==> config.mk <==
export PLATFORM = sky130hd
export DESIGN_NAME = sp_ram_arb
export DESIGN_NICKNAME = d
export VERILOG_FILES = /design/src/rtl/sp_ram_arb_pkg.sv /design/src/rtl/sp_ram_arb_rr_arb2.sv /design/src/rtl/sp_ram_arb.sv
export SDC_FILE = /design/constraint.sdc
export NUM_CORES = 1
export LEC_CHECK = 0
export BUFFER_PORTS_ARGS = -buffer_cell sky130_fd_sc_hd__buf_2
export CAP_MARGIN = 10
export CORE_MARGIN = 8
export CORE_UTILIZATION = 34
export DETAILED_ROUTE_END_ITERATION = 8
export PLACE_DENSITY = 0.69
export SLEW_MARGIN = 20
export SYNTH_ARGS = -nofsm -noshare
export SYNTH_HDL_FRONTEND = slang
export SYNTH_HIERARCHICAL = 1
export SYNTH_SLANG_ARGS = --single-unit
==> constraint.sdc <==
create_clock -name wclk -period 2.79 [get_ports wclk]
set_input_delay 0.558 -clock wclk [delete_from_list [all_inputs] [get_ports wclk]]
set_output_delay 0.558 -clock wclk [all_outputs]
set_load 0.02 [all_outputs]
==> src/rtl/sp_ram_arb_pkg.sv <==
// Shared widths, request payload type, priority encoding and counter helper for sp_ram_arb.
package sp_ram_arb_pkg;

    localparam int unsigned DATA_W_DEF = 16;
    localparam int unsigned ADDR_W_DEF = 3;
    localparam int unsigned CNT_W      = 16;

    typedef struct packed {
        logic                  we;
        logic [ADDR_W_DEF-1:0] addr;
        logic [DATA_W_DEF-1:0] wdata;
    } ram_req_t;

    typedef enum logic {
        PRIO_0 = 1'b0,
        PRIO_1 = 1'b1
    } prio_e;

    // Saturating increment; holds at all-ones.
    function automatic logic [CNT_W-1:0] sat_inc(input logic [CNT_W-1:0] v);
        return (v == '1) ? v : v + CNT_W'(1);
    endfunction

endpackage

==> src/rtl/sp_ram_arb_rr_arb2.sv <==
// Two-input round-robin arbiter: combinational grant, registered priority pointer.
module rr_arb2
    import sp_ram_arb_pkg::*;
(
    input  logic       clk,
    input  logic       rst,
    input  logic [1:0] req_i,
    output logic [1:0] gnt_o
);

    prio_e prio_q, prio_d;

    always_ff @(posedge clk) begin
        if (rst) begin
            prio_q <= PRIO_0;
        end else begin
            prio_q <= prio_d;
        end
    end

    // Grant and pointer update; pointer moves to the loser after any grant.
    always_comb begin
        gnt_o  = 2'b00;
        prio_d = prio_q;
        if (!rst) begin
            case (req_i)
                2'b01:   gnt_o = 2'b01;
                2'b10:   gnt_o = 2'b10;
                2'b11:   gnt_o = (prio_q == PRIO_0) ? 2'b01 : 2'b10;
                default: gnt_o = 2'b00;
            endcase
        end
        if (gnt_o[0]) begin
            prio_d = PRIO_1;
        end else if (gnt_o[1]) begin
            prio_d = PRIO_0;
        end
    end

endmodule

==> src/rtl/sp_ram_arb.sv <==
// Two-requester front end for a single-port synchronous RAM (e.g. sp_ram8x16).
// Optional per-requester grant counters enabled by SP_RAM_ARB_STATS_EN.
module sp_ram_arb
    import sp_ram_arb_pkg::*;
#(
    parameter int unsigned DATA_W = DATA_W_DEF,
    parameter int unsigned ADDR_W = ADDR_W_DEF
) (
    input  logic              wclk,
    input  logic              rst,
    input  logic              req0,
    input  logic              req1,
    input  logic              we0,
    input  logic              we1,
    input  logic [ADDR_W-1:0] addr0,
    input  logic [ADDR_W-1:0] addr1,
    input  logic [DATA_W-1:0] wdata0,
    input  logic [DATA_W-1:0] wdata1,
    output logic              gnt0,
    output logic              gnt1,
    output logic              rvalid0,
    output logic              rvalid1,
    output logic [DATA_W-1:0] rdata,
    output logic [ADDR_W-1:0] ram_addr,
    output logic [DATA_W-1:0] ram_d_in,
    output logic              ram_we,
`ifdef SP_RAM_ARB_STATS_EN
    output logic [CNT_W-1:0]  gnt_cnt0,
    output logic [CNT_W-1:0]  gnt_cnt1,
`endif
    input  logic [DATA_W-1:0] ram_d_out
);

    logic [1:0]        gnt;
    logic [ADDR_W-1:0] addr_q, addr_d;
    logic [DATA_W-1:0] din_q, din_d;
    logic [1:0]        rvalid_q, rvalid_d;

    rr_arb2 u_arb (
        .clk   (wclk),
        .rst   (rst),
        .req_i ({req1, req0}),
        .gnt_o (gnt)
    );

    assign gnt0 = gnt[0];
    assign gnt1 = gnt[1];

    // RAM port mux: granted requester drives the RAM, otherwise address/data hold.
    always_comb begin
        addr_d   = addr_q;
        din_d    = din_q;
        ram_we   = 1'b0;
        rvalid_d = 2'b00;
        if (rst) begin
            addr_d = '0;
            din_d  = '0;
        end else if (gnt[0]) begin
            addr_d      = addr0;
            din_d       = wdata0;
            ram_we      = we0;
            rvalid_d[0] = ~we0;
        end else if (gnt[1]) begin
            addr_d      = addr1;
            din_d       = wdata1;
            ram_we      = we1;
            rvalid_d[1] = ~we1;
        end
    end

    assign ram_addr = addr_d;
    assign ram_d_in = din_d;

    always_ff @(posedge wclk) begin
        if (rst) begin
            addr_q   <= '0;
            din_q    <= '0;
            rvalid_q <= 2'b00;
        end else begin
            addr_q   <= addr_d;
            din_q    <= din_d;
            rvalid_q <= rvalid_d;
        end
    end

    // RAM read data lines up with rvalid one cycle after the read grant.
    assign rvalid0 = rvalid_q[0] & ~rst;
    assign rvalid1 = rvalid_q[1] & ~rst;
    assign rdata   = ram_d_out;

`ifdef SP_RAM_ARB_STATS_EN
    logic [CNT_W-1:0] cnt0_q, cnt1_q;

    always_ff @(posedge wclk) begin
        if (rst) begin
            cnt0_q <= '0;
            cnt1_q <= '0;
        end else begin
            if (gnt[0]) cnt0_q <= sat_inc(cnt0_q);
            if (gnt[1]) cnt1_q <= sat_inc(cnt1_q);
        end
    end

    assign gnt_cnt0 = cnt0_q;
    assign gnt_cnt1 = cnt1_q;
`endif

endmodule

## Yosys cells after proc, flatten, opt, wreduce, memory -nomap -nowiden

Cells that the tools add are included.

| word-level totals | value |
|---|---|
| bits in writable memories | 0 |
| memories | 0 |
| register bits | 22 |
| input port bits | 60 |
| bits in latches | 0 |
| output and inout port bits | 40 |
| ROM bits | 0 |
| word-level logic and storage cells | 32 |

| cells by class | value |
|---|---|
| shift operators | 0 |
| div/mod/pow operators | 0 |
| multiplexer cells | 14 |
| eq/ne operators | 3 |
| bitwise operators | 7 |
| multiply operators | 0 |
| $lt $le $gt $ge | 0 |
| reduce and logical (&&, ||, !) cells | 3 |
| add/sub/neg operators | 0 |

Operators with widths:

| cell | count |
|---|---|
| $mux W16 | 3 |
| $mux W3 | 3 |
| $pmux W2 S3 | 1 |
| $mux W1 | 5 |
| $not A1 Y1 | 5 |
| $eq A2 B2 Y1 const B | 2 |
| $mux W2 | 2 |
| $reduce_or A3 Y1 | 1 |
| $and A1 B1 Y1 | 2 |
| $eq A2 B1 Y1 const B | 1 |
| $reduce_bool A2 Y1 | 1 |
| $reduce_or A2 Y1 | 1 |

## Depth between registers and ports, before layout

Gate-level depths: netlist of run 1.

| logic depth | value |
|---|---|
| depth in word-level cells | 6 |
| depth in mapped cells | 7 |
| depth with buffers taken out | 4 |

## Cells and area by module

The synthesis of run 1 kept the hierarchy.

By module, submodules not included:

| module | times used | seq. area each (um^2) | cells an instance | area an instance (um^2) |
|---|---|---|---|---|
| sp_ram_arb | 1 | 420.4 | 135 | 1,286.2 |
| rr_arb2 | 1 | 20.0 | 7 | 68.8 |

## Worst setup path after synthesis of run 1

No wires, ideal clock.

| timing | value |
|---|---|
| path kind | input port to output port |
| from | input req0 |
| to | output ram_d_in[0] |
| arrival time | 2.057 ns |
| path slack | 0.175 ns |
| data required time | 2.232 ns |
| path buffers | 2 |
| cell stages on the path | 6 |
| cell sequence | nor2b_1 nor3b_2 buf_6 buf_12 mux2i_1 a211oi_1 |

| between the ends | value |
|---|---|
| word-level cells in the longest chain between the ends | 6 |
| elaborated cells between the ends (all ways) | 8 |
| those cells by class | eq/ne: 3; mux: 5 |

RTL lines:

| what | RTL line | text |
|---|---|---|
| start: declaration | sp_ram_arb.sv:11 | `input logic req0,` |
| $eq A2 B2 Y1 or $eq A2 B1 Y1 (tied branches) | sp_ram_arb_rr_arb2.sv:26 | `case (req_i)` |
| $pmux W2 S3 * | sp_ram_arb_rr_arb2.sv:26 |  |
| $mux W2 * | sp_ram_arb_rr_arb2.sv:25 | `if (!rst) begin` |
| via gnt1 | sp_ram_arb.sv:20 | `output logic gnt1,` |
| $mux W16 * | sp_ram_arb.sv:63 | `end else if (gnt[1]) begin` |
| $mux W16 * | sp_ram_arb.sv:58 | `end else if (gnt[0]) begin` |
| $mux W16 * | sp_ram_arb.sv:55 | `if (rst) begin` |
| end: declaration | sp_ram_arb.sv:25 | `output logic [DATA_W-1:0] ram_d_in,` |

The timed path passes the listed nets; every way through them passes the cells marked *.

## Final worst setup path of run 1

| timing | value |
|---|---|
| from | input rst |
| to | output ram_d_in[5] |

| between the ends | value |
|---|---|
| word-level cells in the longest chain between the ends | 4 |

RTL lines:

| what | RTL line | text |
|---|---|---|
| start: declaration | sp_ram_arb.sv:10 | `input logic rst,` |
| $mux W2 | sp_ram_arb_rr_arb2.sv:25 |  |
| $mux W16 | sp_ram_arb.sv:63 |  |
| $mux W16 | sp_ram_arb.sv:58 |  |
| $mux W16 * | sp_ram_arb.sv:55 |  |

Mark *: on every way between the ends. The rest lies on a longest branch, timed or not.

==> out/qor.txt, run 1 <==
Status - completed
CTS sink cnt - 22
Worst Max-Slew Pin Slew - 0.627 ns
Drt pass-1 iters - 3
Clk slew on worst S/H paths - 0.07 ns
Die H - 79.1 µm
Slowest-stage cell, CP - a211oi_1
Peak supply drop - 0.000325 V
CP Launch Type - primary input
CTS H-tree depth - 1
Setup Fix Bufs, Post-CTS - 0
Critical Path End Type - primary output
Synthesized net count - 202
Worst min path class - in -> reg
Fillers - 410
Yosys cell types - 19
Synth Cell Area - 1360 µm²
Post-DR wirelength/cell - 15.3 µm
Final Total Pwr - 0.000739 W
Register bit total from synthesis - 22
Chip width - 79.1 µm
Synthesized area per cell - 9.54 µm²
Inserted Clock Buffers - 3
Worst hold margin - 0.469 ns
Fraction of layout cells with a size suffix above 1 - 42.2%
Non-Filler Instances - 237
Routed vias - 1172
Worst endpoint required time - 2.23 ns
Mapped Cells - 142
Final Cell Area - 1610 µm²
First-pass GRT wire length - 5.75 mm
CTS tree - built
Buffers added on ports - 67
Power per Cell Area - 458 nW/µm²
Worst Path Arrival - 1.86 ns
Final period util - 86.8%
Yosys Warn Count - 6
Total wire length - 3.64 mm
Crit-path max cell delay - 0.31 ns
Total GRT Usage - 11.2%
Initial Utilization - 34.6%
Crit Path Class - in -> out
Leakage power - 0.689 nW
Top achievable clock speed - 413 MHz
Fin. max-slew vios - 0
Worst R2R End - din_q[2]$_SDFF_PP0_
Clock Path Buffers - 2
Drt initial violations - 33
Resized Gates After CTS - 0
Die area - 6260 µm²
# hold bufs at CTS - 0
GRT overflow - 0
Rel. slew slack - 58.1%
Root buf cell - clkbuf_8
Part of the Yosys area used for sequential elements - 32.5%
Top Ports - 100
Crit Reg-Reg Startpoint - u_arb/prio_q$_SDFFE_PP0P_
R2R setup slack - 1.33 ns
Max FO, Critical Path - 39
WHS Endpoint - rvalid_q[0]$_SDFF_PP0_
Number of global-route vias before repair - 1198
Hold Fails Final Rpt - 0
Drt drc - 0
Core Region - 3910 µm²
Initial antenna violation count - 0
Pin count of the biggest net entering global routing - 40
Vias per Instance - 4.95
Layout area overhead - 19.0%
Nets - 249
Hold path depth - 2
DP Cell Count - 234
Row cnt - 23
Max Cap Viol - 0
RSZ-0062 raised after global routing - false
Antenna-violating nets left - 0
Worst-Skew Late Latency - 0.25 ns
Most frequent cells in the layout - buf_2 (67), a211oi_1 (38), nor2b_1 (22), dfxtp_1 (22), mux2i_1 (19)
R2R cell count - 4
Footprint of the multi-input gates - 684 µm²
ANT cells - 0
RD Place Congestion - 0.805
Most used cell, CP - buf_2
Setup violators final - 0
HPWL after DPL - 2.87 mm
Tmin final - 2.42 ns
Setup total negative slack - 0 ns
Commonest non-fill, non-tap cell in the layout - buf_2
Register Area - 440 µm²
Critical path, cell by cell - buf_2 -> a21oi_2 -> and2_1 -> inv_2 -> a211oi_1 -> buf_2
Skew final - 0.00229 ns
DP Area - 1570 µm²
Hold_sp - we0
## cell usage after synthesis (all sizes together)
cell type  instances  area (µm²)
a21oi              2        13.8
nor4b              1        8.76
o21a               1        7.51
and2               1        6.26
nor2b             22         138
nand2              1        3.75
dfxtp             22         440
inv                1        3.75
nand3b             1        7.51
a211oi            38         285
nor3b              1        12.5
nor3               1        5.00
clkbuf             8        30.0
buf               23         203
mux2i             19         190
## area by class of cell
| cell class | count | share of cell area, % |
|---|---|---|
| inverters | 1 | 0.233 |
| multi-input cells | 88 | 42.4 |
| repair buffers | 73 | 23.6 |
| well taps | 50 | 3.88 |
| clock buffers | 3 | 2.56 |
| flip-flops and latches | 22 | 27.3 |
## state kept, by name, summed over array words and instances (netlist names)
register	flops
rvalid_q	2
addr_q	3
u_arb/prio_q	1
din_q	16
## per-layer routing
metal,global-route usage [%],part of all wire (%),wire length [µm]
met5,0,0,0
met4,3.70,1.9,68
met3,7.00,14,500
met2,16.6,43,1560
met1,12.8,42,1510
## report_power, final
group | total (W) | switching (W) | internal [W]
combinational | 0.000204 | 0.000115 | 0.0000886
sequential | 0.000345 | 0.00000657 | 0.000339
clock | 0.000189 | 0.0000932 | 0.0000960
## logic make-up (layout without fill, tap and decap cells)
kind of cell,after synthesis,count (layout),synth area share (%)
flip-flops,22,22,32.5
multiplexers,19,19,14.0
AO/OA/AOI/OAI,41,41,22.6
buffers and inverters,32,77,17.5
AND/OR/NAND/NOR,28,28,13.4
## worst max-delay path: cells and delay by family
family          cells  cell delay, ns
simple gates        1            0.23
compound gates      2            0.43
buf+inv             3            0.64
## worst max-delay path by stage
stage          startpoint           to  slack, ns  cells past startpoint
3_5_place_dp         req0  ram_d_in[5]       0.35                      7
5_1_grt              req1  ram_d_in[9]       0.15                      6
6_report              rst  ram_d_in[5]       0.37                      6
2_1_floorplan        req0  ram_d_in[0]       0.18                      6
4_1_cts               rst  ram_d_in[5]       0.34                      6
3_3_place_gp         req0  ram_d_in[9]       0.35                      7
## stage by stage
| step | util (%) | worst slack, ns |
|---|---|---|
| 3_3_place_gp | 40.2 | 0.355 |
| 6_report | 41.2 | 0.368 |
| 3_5_place_dp | 40.2 | 0.349 |
| 4_1_cts | 41.2 | 0.340 |
| 2_1_floorplan | - | 0.175 |
| 5_1_grt | 41.2 | 0.155 |
Power figures use the tool's default switching activity.
==> run 2, diff against run 1 <==
MAX_ROUTING_LAYER = met4   (was not set)
==> out/qor.txt, run 2 (same netlist as run 1, synthesis figures left out) <==
Worst min path class - in -> reg
Clock share of power - 25.6% (about the same)
Clock Path Buffers - 2 (unchanged)
Top reg by flops - din_q
Top Ports - 100 (unchanged)
Footprint of the multi-input gates - 684 µm² (unchanged)
Die H - 79.1 µm (unchanged)
Antenna-violating nets left - 0 (unchanged)
Worst Max-Slew Pin Slew - 0.646 ns (+0.0191 ns)
Sw Ratio - 29.2% (+0.072 points)
Vias per Instance - 4.97 (+0.43%)
Top achievable clock speed - 411 MHz (-0.47%)
Number of global-route vias before repair - 1197 (-0.083%)
Worst-Skew Late Latency - 0.25 ns (about the same)
Resized Gates After CTS - 0 (unchanged)
Most used cell, CP - buf_2
ANT cells - 0 (unchanged)
Critical Path End Type - primary output
Hold Fails Final Rpt - 0 (unchanged)
Die area - 6260 µm² (unchanged)
Leakage power - 0.689 nW (unchanged)
CTS sink cnt - 22 (unchanged)
Row cnt - 23 (unchanged)
Drt pass-1 iters - 4 (+1)
CP Launch Type - primary input
Inserted Clock Buffers - 3 (unchanged)
Routed vias - 1177 (+0.43%)
Power per Cell Area - 458 nW/µm² (+0.10%)
# hold bufs at CTS - 0 (unchanged)
Critical path, cell by cell - buf_2 -> a21oi_2 -> and2_1 -> inv_2 -> a211oi_1 -> buf_2
Buffers added on ports - 67 (unchanged)
Chip width - 79.1 µm (unchanged)
Setup Fix Bufs, Post-CTS - 0 (unchanged)
Crit Path Class - in -> out
Max Cap Viol - 0 (unchanged)
Crit-path max cell delay - 0.32 ns (about the same)
Pint - 0.000523 W (about the same)
Layout area overhead - 19.0% (unchanged)
Final Cell Area - 1610 µm² (unchanged)
Worst endpoint required time - 2.23 ns (about the same)
Clk slew on worst S/H paths - 0.07 ns (about the same)
Max FO, Critical Path - 39 (unchanged)
Root buf cell - clkbuf_8
First-pass GRT wire length - 5.75 mm (unchanged)
DP Area - 1570 µm² (unchanged)
Core Region - 3910 µm² (unchanged)
Fillers - 410 (unchanged)
Gate power share - 27.7% (about the same)
Switch Pwr - 0.000216 W (+0.35%)
Setup violators final - 0 (unchanged)
Status - completed
Final period util - 87.2% (+0.41 points)
Drt initial violations - 38 (+15%)
Initial Utilization - 34.6% (unchanged)
Pin count of the biggest net entering global routing - 40 (unchanged)
Tmin final - 2.43 ns (+0.0115 ns)
Worst Path Arrival - 1.88 ns (+0.02 ns)
Most frequent cells in the layout - buf_2 (67), a211oi_1 (38), nor2b_1 (22), dfxtp_1 (22), mux2i_1 (19)
RD Place Congestion - 0.817 (+1.5%)
GRT overflow - 0 (unchanged)
Register Area - 440 µm² (unchanged)
Total GRT Usage - 11.5% (+0.30 points)
CTS tree - built
HPWL after DPL - 2.87 mm (unchanged)
Skew final - 0.00318 ns (+0.000890 ns)
Commonest non-fill, non-tap cell in the layout - buf_2
Drt drc - 0 (unchanged)
Sequential power share - 46.7% (about the same)
Top flop regs - din_q (16), addr_q (3), rvalid_q (2)
Setup total negative slack - 0 ns (unchanged)
Fraction of layout cells with a size suffix above 1 - 42.2% (unchanged)
CTS H-tree depth - 1 (unchanged)
Fin. max-slew vios - 0 (unchanged)
Total wire length - 3.64 mm (about the same)
R2R setup slack - 1.32 ns (about the same)
Post-DR wirelength/cell - 15.3 µm (about the same)
Initial antenna violation count - 0 (unchanged)
Nets - 249 (unchanged)
Peak supply drop - 0.000326 V (+0.28%)
RSZ-0062 raised after global routing - false
Max FFs per register - 16 (unchanged)
Rel. slew slack - 56.9% (-1.3 points)
Slowest-stage cell, CP - a211oi_1
run 2: cell counts in the layout (fill, tap and decap cells not counted):
No cell type changed its count.
run 2: worst max-delay path, delay by kind of cell:
kind | cells | cell delay [ns]
and+or+nand+nor | 1 | 0.23
AOI/OAI and AO/OA | 2 | 0.44
buffers and inverters | 3 | 0.64
run 2: power by group through the flow:
stage | clock network (W) | registers (W) | logic (W)
after global placement | 0 | 0.000352 | 0.000206
final | 0.000190 | 0.000345 | 0.000205
after floorplan | 0 | 0.000351 | 0.000174
after global routing | 0.000209 | 0.000348 | 0.000225
after detailed placement | 0 | 0.000352 | 0.000207
after CTS | 0.000197 | 0.000345 | 0.000207
run 2: layout make-up:
type                       instances  area share [%]
sequential                        22            27.3
tap                               50            3.88
multi-input combinational         88            42.4
inverter                           1           0.233
timing repair buffer              73            23.6
clock buffer                       3            2.56
run 2: metal layers:
metal  track usage (%)  vias to the layer above  share of wire (%)
li1                  -                      593                  -
met1              13.2                      513                 43
met2              16.6                       59                 43
met3              6.21                       12                 12
met4              3.70                        0                1.9
met5                 -                        -                  0
run 2: metrics by stage:
step | hold slack [ns] | instances | power [W] | util (%) | setup WS (ns)
floorplan | 0.483 | 142 | 0.000525 | - | 0.175
global placement | 0.504 | 234 | 0.000557 | 40.2 | 0.355
detailed placement | 0.508 | 234 | 0.000559 | 40.2 | 0.349
CTS | 0.462 | 237 | 0.000750 | 41.2 | 0.340
global route | 0.471 | 237 | 0.000782 | 41.2 | 0.155
finish | 0.469 | 237 | 0.000739 | 41.2 | 0.356
run 2: worst paths after layout:
check	from	endpoint	depth (start not counted)
worst max-delay path	rst	ram_d_in[5]	6
worst min-delay path	we0	rvalid_q[0]$_SDFF_PP0_	2
worst max register to register	u_arb/prio_q$_SDFFE_PP0P_	din_q[2]$_SDFF_PP0_	4
worst min register to register	u_arb/prio_q$_SDFFE_PP0P_	u_arb/prio_q$_SDFFE_PP0P_	1
==> run 3, diff against run 2 <==
PLACE_DENSITY = 0.72   (was 0.69)
SKIP_LAST_GASP = 1   (was not set)
SYNTH_HIERARCHICAL = not set   (was 1)
==> out/qor.txt, run 3 <==
Status - completed
Peak supply drop - 0.000151 V (-54%)
First-pass GRT wire length - 5.25 mm (-8.6%)
Switch Pwr - 0.000198 W (-8.4%)
Non-Filler Instances - 214 (-9.7%)
Worst Setup SP - req0
Number of global-route vias before repair - 1159 (-3.2%)
Register bit total from synthesis - 22 (unchanged)
Worst endpoint required time - 2.23 ns (about the same)
Initial antenna violation count - 0 (unchanged)
Synth cell count leaders - a221o_1 (38), dfxtp_1 (22), and2_1 (19)
Chip width - 76.0 µm (-4.0%)
Fin. max-slew vios - 0 (unchanged)
RSZ-0062 raised after global routing - false
Top flop regs - din_q (16), addr_q (3), rvalid_q (2)
Part of the Yosys area used for sequential elements - 36.0% (+3.5 points)
Gate power share - 25.7% (-2.0 points)
Drt pass-1 iters - 4 (unchanged)
Rel. slew slack - 42.2% (-15 points)
Drt initial violations - 27 (-29%)
Drt drc - 0 (unchanged)
Antenna-violating nets left - 0 (unchanged)
Top reg by flops - din_q
Row cnt - 21 (-8.7%)
Die H - 76.0 µm (-4.0%)
Initial Utilization - 36.1% (+1.4 points)
Sequential power share - 49.2% (+2.5 points)
Skew final - 0.00386 ns (+0.000676 ns)
Synth area leader - dfxtp_1
Hold Fails Final Rpt - 0 (unchanged)
Critical Path End Type - primary output
Leakage power - 0.728 nW (+5.5%)
Post-synth top area share - 36.0% (+3.5 points)
Vias per Instance - 5.37 (+8.2%)
Setup violators final - 0 (unchanged)
Tmin final - 2.52 ns (+0.0870 ns)
Final period util - 90.4% (+3.1 points)
Worst-Skew Late Latency - 0.30 ns (+0.05 ns)
Worst Path Arrival - 1.96 ns (+0.08 ns)
Number of synthesized flops with an enable pin - 0 (unchanged)
Total GRT Usage - 10.9% (-0.58 points)
Setup Fix Bufs, Post-CTS - 0 (unchanged)
RD Place Congestion - 0.791 (-3.2%)
CP Launch Type - primary input
Synthesized area per cell - 10.2 µm² (+6.8%)
Root buf cell - clkbuf_4
Mapped Cells - 120 (-15%)
Crit Path Class - in -> out
Worst Max-Slew Pin Slew - 0.863 ns (+0.217 ns)
GRT overflow - 0 (unchanged)
Routed vias - 1150 (-2.3%)
Most frequent cells in the layout - buf_2 (67), a221o_1 (38), dfxtp_1 (22), and2_1 (19)
ANT cells - 0 (unchanged)
Synth async-reset ratio - 0% (unchanged)
Inserted Clock Buffers - 3 (unchanged)
Post-synthesis adder-cell area fraction - 0% (unchanged)
Most frequent cell after synthesis - a221o_1
Synth Cell Area - 1220 µm² (-9.8%)
Synth Area in Simple Gates - 16.3% (+2.9 points)
Yosys cell types - 19 (unchanged)
Max Cap Viol - 0 (unchanged)
Combinational family with the most area after synthesis - compound AO/OA/AOI/OAI gates
Clk slew on worst S/H paths - 0.12 ns (+0.05 ns)
Resized Gates After CTS - 0 (unchanged)
Fraction of layout cells with a size suffix above 1 - 45.2% (+3.0 points)
Setup total negative slack - 0 ns (unchanged)
Total wire length - 3.21 mm (-12%)
Clock share of power - 25.1% (-0.5 points)
Top Ports - 100 (unchanged)
Top achievable clock speed - 397 MHz (-3.5%)
Clock Path Buffers - 2 (unchanged)
Compound-cell area share of the yosys netlist - 31.9% (+9.3 points)
CTS H-tree depth - 1 (unchanged)
Final Total Pwr - 0.000699 W (-5.5%)
Max FO, Critical Path - 19 (-51%)
Commonest non-fill, non-tap cell in the layout - buf_2
Synth area leaders - dfxtp_1 (36%), a221o_1 (31%), buf_4 (9.8%)
Post-synth top flop - dfxtp_1
Synth Area in XOR/XNOR - 0% (unchanged)
Layout area overhead - 21.4%
Core Region - 3390 µm² (-13%)
Crit Reg-Reg Startpoint - u_arb.prio_q$_SDFFE_PP0P_
HPWL after DPL - 2.48 mm (-14%)
Pint - 0.000501 W (-4.3%)
# hold bufs at CTS - 0 (unchanged)
Buffers added on ports - 67 (unchanged)
Nets - 229 (-8.0%)
Post-synthesis mux area share - 0% (-14 points)
Max FFs per register - 16 (unchanged)
CTS sink cnt - 22 (unchanged)
Sw Ratio - 28.3% (-0.89 points)
Hold_sp - we1
Yosys Warn Count - 0 (-6)
Worst hold margin - 0.414 ns (-0.0558 ns)
DP Cell Count - 210 (-10%)
Worst min path class - in -> reg
CTS tree - built
Synthesized net count - 180 (-11%)
Post-DR wirelength/cell - 15.0 µm (-2.4%)
Power per Cell Area - 471 nW/µm² (+2.7%)
Die area - 5770 µm² (-7.9%)
Pin count of the biggest net entering global routing - 40 (unchanged)
==> run 3: metal layers <==
layer | GRT usage (%) | vias up | wire [µm]
met2 | 18.3 | 53 | 1610
met1 | 11.8 | 535 | 1380
met3 | 2.59 | 6 | 184
met5 | - | - | 0
met4 | 5.10 | 0 | 27
li1 | - | 556 | -
==> run 3: kinds of logic (layout without fill, tap and decap cells) <==
group / count (synthesis) / in the layout
flops: 22 / 22
simple gates: 32 / 32
compound gates: 40 / 40
buf+inv: 26 / 74
==> run 3: cell type report <==
type	count	area, µm²
fillers	344	1910
repair buffers	70	358
flip-flops and latches	22	440
multi-input cells	72	592
clock buffers	4	36.3
well taps	46	57.6
==> run 3: power by group through the flow <==
stage	registers [W]	logic [W]	clock network, W
global route	0.000346	0.000196	0.000198
detailed placement	0.000351	0.000180	0
finish	0.000344	0.000180	0.000175
CTS	0.000344	0.000181	0.000184
floorplan	0.000349	0.000146	0
global placement	0.000350	0.000176	0
==> run 3: worst max-delay path: stages <==
cell     delay, ns
buf_2         0.13
nor3_2        0.72
and2_1        0.27
a221o_1       0.12
buf_2         0.16
==> run 3: final timing paths <==
kind	slack (ns)	cells past startpoint	end
setup / recovery	0.27	5	ram_d_in[12]
hold / removal	0.41	2	rvalid_q[1]$_SDFF_PP0_
setup reg to reg	1.46	4	addr_q[1]$_SDFF_PP0_
hold reg to reg	0.56	2	u_arb.prio_q$_SDFFE_PP0P_
==> run 3: through the flow <==
stage	utilization (%)	instance area [µm²]	setup slack, ns
after floorplan	-	1220	0.627
after global placement	42.7	1450	0.271
after detailed placement	42.7	1450	0.220
after CTS	43.8	1480	0.204
after global routing	43.8	1480	0.117
final	43.8	1480	0.269
